--- src/rtl/fir_shift_pipe.sv ---
// fir_shift_pipe: streaming shift-and-add FIR with valid-qualified delay line,
// runtime-programmable per-tap {enable, shift} bank, fill tracker and clr.
// Optional build macro FIR_SHIFT_PIPE_SATURATE_EN: clamp oversize sums to the
// output maximum instead of keeping the low OUT_W bits.

module fir_shift_pipe #(
   parameter int unsigned NTAPS  = 5,
   parameter int unsigned DATA_W = 8,
   parameter int unsigned OUT_W  = 10,
   parameter int unsigned SH_W   = 3,
   parameter int unsigned ADDR_W = 3
) (
   input  logic              clk,
   input  logic              rst,
   input  logic              in_valid,
   input  logic [DATA_W-1:0] x,
   input  logic              clr,
   input  logic              cfg_we,
   input  logic [ADDR_W-1:0] cfg_addr,
   input  logic [SH_W:0]     cfg_data,
   output logic [OUT_W-1:0]  dataout,
   output logic              out_valid,
   output logic              primed
);

   // Full-precision sum width; widened to OUT_W when the output is the larger
   localparam int unsigned SUM_W  = DATA_W + $clog2(NTAPS);
   localparam int unsigned EXT_W  = (SUM_W > OUT_W) ? SUM_W : OUT_W;
   localparam int unsigned CNT_W  = $clog2(NTAPS + 1);
   localparam int unsigned SH_MOD = 1 << SH_W;

   logic [DATA_W-1:0] d    [NTAPS];
   logic [SH_W:0]     coef [NTAPS];
   logic              vld_q;
   logic [CNT_W-1:0]  fill_cnt;
   logic [EXT_W-1:0]  sum_c;
   logic [OUT_W-1:0]  out_c;

   // Delay line: shifts only on accepted samples, so in_valid gaps insert nothing
   always_ff @(posedge clk) begin
      if (rst || clr) begin
         for (int k = 0; k < int'(NTAPS); k++) d[k] <= '0;
      end else if (in_valid) begin
         d[0] <= x;
         for (int k = 1; k < int'(NTAPS); k++) d[k] <= d[k-1];
      end
   end

   // Coefficient bank: reset defaults {1, NTAPS-k}; out-of-range writes ignored
   always_ff @(posedge clk) begin
      if (rst) begin
         for (int k = 0; k < int'(NTAPS); k++)
            coef[k] <= {1'b1, SH_W'((NTAPS - k) % SH_MOD)};
      end else if (cfg_we) begin
         for (int k = 0; k < int'(NTAPS); k++)
            if (cfg_addr == ADDR_W'(k)) coef[k] <= cfg_data;
      end
   end

   // Shift-and-add over the current line at full width
   always_comb begin
      sum_c = '0;
      for (int k = 0; k < int'(NTAPS); k++) begin
         if (coef[k][SH_W])
            sum_c = sum_c + EXT_W'(d[k] >> coef[k][SH_W-1:0]);
      end
   end

`ifdef FIR_SHIFT_PIPE_SATURATE_EN
   localparam logic [EXT_W-1:0] OUT_MAX = EXT_W'((64'd1 << OUT_W) - 64'd1);

   // Width reduction: clamp to the largest representable output
   always_comb begin
      out_c = OUT_W'(sum_c);
      if (sum_c > OUT_MAX) out_c = '1;
   end
`else
   // Width reduction: keep the low OUT_W bits (wrap)
   always_comb begin
      out_c = OUT_W'(sum_c);
   end
`endif

   // Output stage, valid pipeline and fill tracking; clr keeps dataout
   always_ff @(posedge clk) begin
      if (rst) begin
         vld_q     <= 1'b0;
         fill_cnt  <= '0;
         out_valid <= 1'b0;
         primed    <= 1'b0;
         dataout   <= '0;
      end else if (clr) begin
         vld_q     <= 1'b0;
         fill_cnt  <= '0;
         out_valid <= 1'b0;
         primed    <= 1'b0;
      end else begin
         vld_q     <= in_valid;
         out_valid <= vld_q;
         primed    <= (fill_cnt == CNT_W'(NTAPS));
         if (in_valid && (fill_cnt != CNT_W'(NTAPS)))
            fill_cnt <= fill_cnt + CNT_W'(1);
         if (vld_q)
            dataout <= out_c;
      end
   end

endmodule

--- config.mk ---
export PLATFORM = sky130hd
export DESIGN_NAME = fir_shift_pipe
export DESIGN_NICKNAME = d
export VERILOG_FILES = /design/src/rtl/fir_shift_pipe.sv
export SDC_FILE = /design/constraint.sdc
export NUM_CORES = 1
export LEC_CHECK = 0
export ABC_AREA = 1
export BUFFER_PORTS_ARGS = -buffer_cell sky130_fd_sc_hd__buf_2
export CAP_MARGIN = 5
export CORE_UTILIZATION = 35
export DETAILED_ROUTE_END_ITERATION = 10
export PLACE_DENSITY = 0.53
export SLEW_MARGIN = 20
export SYNTH_ARGS = -nofsm -noshare
export SYNTH_HDL_FRONTEND = slang
export SYNTH_SLANG_ARGS = --single-unit
--- constraint.sdc ---
create_clock -name clk -period 6.3 [get_ports clk]
set_clock_uncertainty 0.2 [all_clocks]
set_input_delay 0.945 -clock clk [delete_from_list [all_inputs] [get_ports clk]]
set_output_delay 0.945 -clock clk [all_outputs]
set_load 0.02 [all_outputs]
### Word-level counts from Yosys, hierarchy flattened

Memories as Yosys holds them, arrays and structs flattened.
Cells that the tools add are included.

* $add $sub $neg: 5
* multiply operators: 0
* shift-type cells: 5
* bitwise logic cells: 11
* magnitude comparators: 0
* multiplexer cells: 42
* divide/modulo/power cells: 0
* eq/ne operators: 6
* reductions and logical operators: 5

Operator list (count)
* two-way mux 10 bit: 5
* >> shifter 8 x 3 -> 10 bit: 5
* adder 10 bit: 4
* two-way mux 8 bit: 5
* two-way mux 1 bit: 27
* two-way mux 4 bit: 5
* OR 1 bit: 10
* equality test 3 x 2 -> 1 bit, second input constant: 2
* equality test 3 bit, second input constant: 2
* adder 3 x 1 -> 3 bit, second input constant: 1
* equality test 3 x 1 -> 1 bit, second input constant: 1
* zero test 3 bit: 1
* != test 3 bit, second input constant: 1
* AND reduction 2 bit: 1
* OR reduction 2 bit: 1
* logical AND 1 bit: 1
* logical OR 1 bit: 1
* inverter 1 bit: 1

* output and inout bits: 12
* logic and storage cells: 81
* ROM bits: 0
* memories kept: 2
* RAM bits: 60
* bits of input ports: 20
* latch bits: 0
* register bits after elaboration: 16

Memories
* d: depth 5, bits a word 8, read ports 5, clocked after Yosys merged registers in 0, write ports 5, line 32 `logic [DATA_W-1:0] d [NTAPS];`
* coef: depth 5, bits a word 4, read ports 5, clocked after Yosys merged registers in 0, write ports 5, line 33 `logic [SH_W:0] coef [NTAPS];`

### Depth between registers and ports, before layout

An unclocked memory read counts as a cell.

* depth in word-level cells: 11
* depth in mapped cells: 40
* depth with buffers taken out: 40

### Worst setup path after synthesis

OpenSTA, ideal clock, no wires.

* path type: register -> register
* start: mem coef[0][0] (netlist bit)
* end: reg dataout[9]
* clock period less this slack: 5391 ps
* data arrival time: 5074 ps
* buffers on the path: 1
* slack: 909 ps
* stages on the path, launching flop included: 30
* cells stage by stage: edfxtp_1 buf_4 o21ai_0 nand2_1 o21ai_0 o22ai_1 ha_1 ha_1 nand2_1 o21ai_0 fa_1 inv_1 o21ai_0 inv_1 fa_1 o31ai_1 xnor2_1 o21ai_1 ha_1 nand2_1 o21ai_0 a21oi_1 o21bai_1 nand2_1 a21oi_1 nand3_2 nand2_1 nand2_1 nor2_1 nor2_1

RTL lines
* from (decl): line 33
* to (signal assigned): line 104 `dataout <= out_c;`
* to (decl): line 21 `output logic [OUT_W-1:0] dataout,`

==> flow_summary.yaml <==
synthesis:
  syn_area_um2: 5750
  synth_fp_nets: 830
  netlist_instances: 774
  synth.lib_cells_used.distinct: 44
  synthTopCellsByArea: "edfxtp_1 (31%), nand2_1 (11%), inv_1 (7.3%), ha_1 (7.2%), nor2_1 (6.3%)"
  ys_seq_area_share_pct: 36.9
  yosys.area.top_type: "edfxtp_1"
  yosysTopAreaCellShare_pct: 31.4
  ys_seq_elements: 76
  synth_edf_count: 60
  ys.flop_type: "edfxtp_1"
  syn_avg_cell_area_um2: 7.42
  synthArstFlopShare_pct: 0
  ys_warn_count: 0
power_and_ir_drop:
  peakVddDrop_mv: 0.138
  p_leak_nw: 2.97
  pwr_density_cell_nw_per_um2: 242
route:
  wl_per_cell_um: 13.1
  num_vias: 4804
  dr.first_iter.drc_count: 269
  wirelength_mm: 13.4
  vias_per_cell: 4.69
  firstDrtPassIters: 5
  postRouteAntennaNets: 0
  drcViolationCount: 0
clocking:
  clk_latency_ns: 0.34
  clock_sinks: 76
  cts_tree: "yes"
  hold_buffers: 0
  clockBufferDepth: 2
  clk_root_buffer_cell: "clkbuf_16"
  cts_made_buffers: 9
  path_clk_slew_ns: 0.07
  htree_levels: 3
cells_and_area:
  fin_nets: 860
  layout-drive-gt1-share_pct: 14.6
  multi_input_area_um2: 3090
  layoutNonFillerInstCount: 1025
  num_antenna_cells: 0
  final_cell_mix: "nand2_1 (174), inv_1 (112), nor2_1 (96), o21ai_0 (61), edfxtp_1 (60)"
  final_common_cell: "nand2_1"
  fillCellCount: 1707
  area_delta_synth_final_pct: 12.5
  regArea_um2: 2120
worst_setup_path:
  path_class: "flop to flop"
  regToRegStartpoint: "coef[0][0]$_DFFE_PP_"
  worst_path_most_repeated_cell: "nand2_1"
  critPathLaunchType: "flop"
  cp_slowest_cell: "fa_1"
  worst_ep_required_time_ns: 6.34
  path_max_fanout: 7
  startpoint: "coef[0][0]$_DFFE_PP_"
  cpPeakStageDelay_ns: 0.59
  critPathArrivalTime_ns: 5.79
  end_kind: "flop"
die:
  ios: 32
  start_util_pct: 36.0
  fp-row-count: 46
  fp.dieArea_um2: 16900
  die_w_um: 130
  core_um2: 15900
  fp.dieH_um: 130
global_routing:
  grt_first_pass_wirelength_mm: 22.1
  grt_pass1_vias: 4429
  grt_max_degree: 41
  grt-ovfl-total: 0
  grt_antenna_before_repair: 0
  track_usage_pct: 17.1
timing:
  tns_ns: 0
  setup_ws_ns: 0.550
  rsz0062_at_grt: "false"
  fmax_mhz: 174
  setup_viol: 0
  finalCritPeriodShare_pct: 91.3
  hold_viol: 0
  relSlewSlack_pct: 18.7
  tightest_slew_ns: 1.20
  drv_slew: 0
  finalCriticalPeriod_ns: 5.75
flow_run:
  maxCapViolations: 0
place:
  io_buffers: 31
  pre_cts_ws_ns: 0.323
  place_hpwl_mm: 10.6
  place_inst: 1008
  place.gp.congestion: 0.838
hold_path:
  min-delay-path-class: "flop to flop"
  hp-start: "vld_q$_SDFF_PP0_"
run_status:
  status: "finished, final reports clean"
kinds of logic after synthesis:
kind of cell	after synthesis	share of synthesized area, %
DFF	76	36.9
adders and majority gates	36	8.23
buffers and inverters	141	9.52
AOI/OAI and AO/OA	132	13.0
and+or+nand+nor	370	29.4
xor gates and xnor gates	17	2.59
muxes	2	0.348
synth_stat cells (2+ instances only):
master	n
a21oi_1	31
a21oi_2	2
a31oi_1	3
buf_2	4
clkbuf_1	9
clkinv_1	4
dfxtp_1	16
edfxtp_1	60
fa_1	3
ha_1	33
inv_1	112
inv_2	8
mux2i_1	2
nand2_1	174
nand2_2	16
nand2_4	4
nand3_1	46
nand3_2	20
nor2_1	96
nor2_2	2
o211ai_1	8
o21ai_0	66
o21ai_1	5
o21ai_2	3
o21bai_1	5
o22ai_1	2
o31ai_1	2
o41ai_1	3
or2_2	5
xnor2_1	5
xor2_1	12
flip-flops by register name, summed over array words and instances (netlist names):
signal and cells:
dataout 10, coef 20, vld_q 1, d 40
out_valid 1, fill_cnt 3, primed 1
critical path, delay by kind of cell (launching register included):
| family | cells | cell delay [ns] |
|---|---|---|
| buffers and inverters | 4 | 0.39 |
| and+or+nand+nor | 14 | 1.09 |
| adders and majority gates | 5 | 1.83 |
| AOI/OAI and AO/OA | 9 | 1.64 |
| DFF | 1 | 0.48 |
report_power, final:
group          internal, mW  leakage (nW)  switching, mW
registers             0.568         0.792         0.0297
clock network         0.330         0.158          0.229
logic                 0.152          2.02          0.255
final cells by class:
class	instances	share of cell area, %
multi-input combinational	557	47.9
timing repair buffer	36	2.94
sequential	76	32.8
clock buffer	12	4.47
tap	216	4.18
inverter	124	7.20
clock inverter	4	0.523
layer usage:
metal	share of wire, %	GRT usage [%]	vias up
met5	0	0	-
met4	1.5	6.29	0
met3	2.4	2.42	18
met2	42	25.1	65
met1	54	25.2	2139
li1	-	-	2582
path summary, 6_finish.rpt:
path	endpoint	slack, ns	cells after the start
max	dataout[9]$_SDFFE_PP0P_	0.55	32
min	out_valid$_SDFF_PP0_	0.24	2
max reg2reg	dataout[9]$_SDFFE_PP0P_	0.55	32
min reg2reg	out_valid$_SDFF_PP0_	0.24	2
through the flow:
step	power (mW)	utilization [%]	area [um^2]	hold slack (ns)
final	1.56	40.6	6460	0.237
after global routing	1.66	40.6	6460	0.278
after global placement	1.01	38.4	6120	0.229
after floorplan	0.920	-	5750	0.217
after CTS	1.57	40.4	6440	0.238
after detailed placement	1.01	38.4	6120	0.228
timing repair:
action	in CTS	in global routing
gates resized for setup	0	7
setup endpoints to repair	0	3
buffers inserted	0	1
Note: power is estimated with default switching activity, not from simulation.
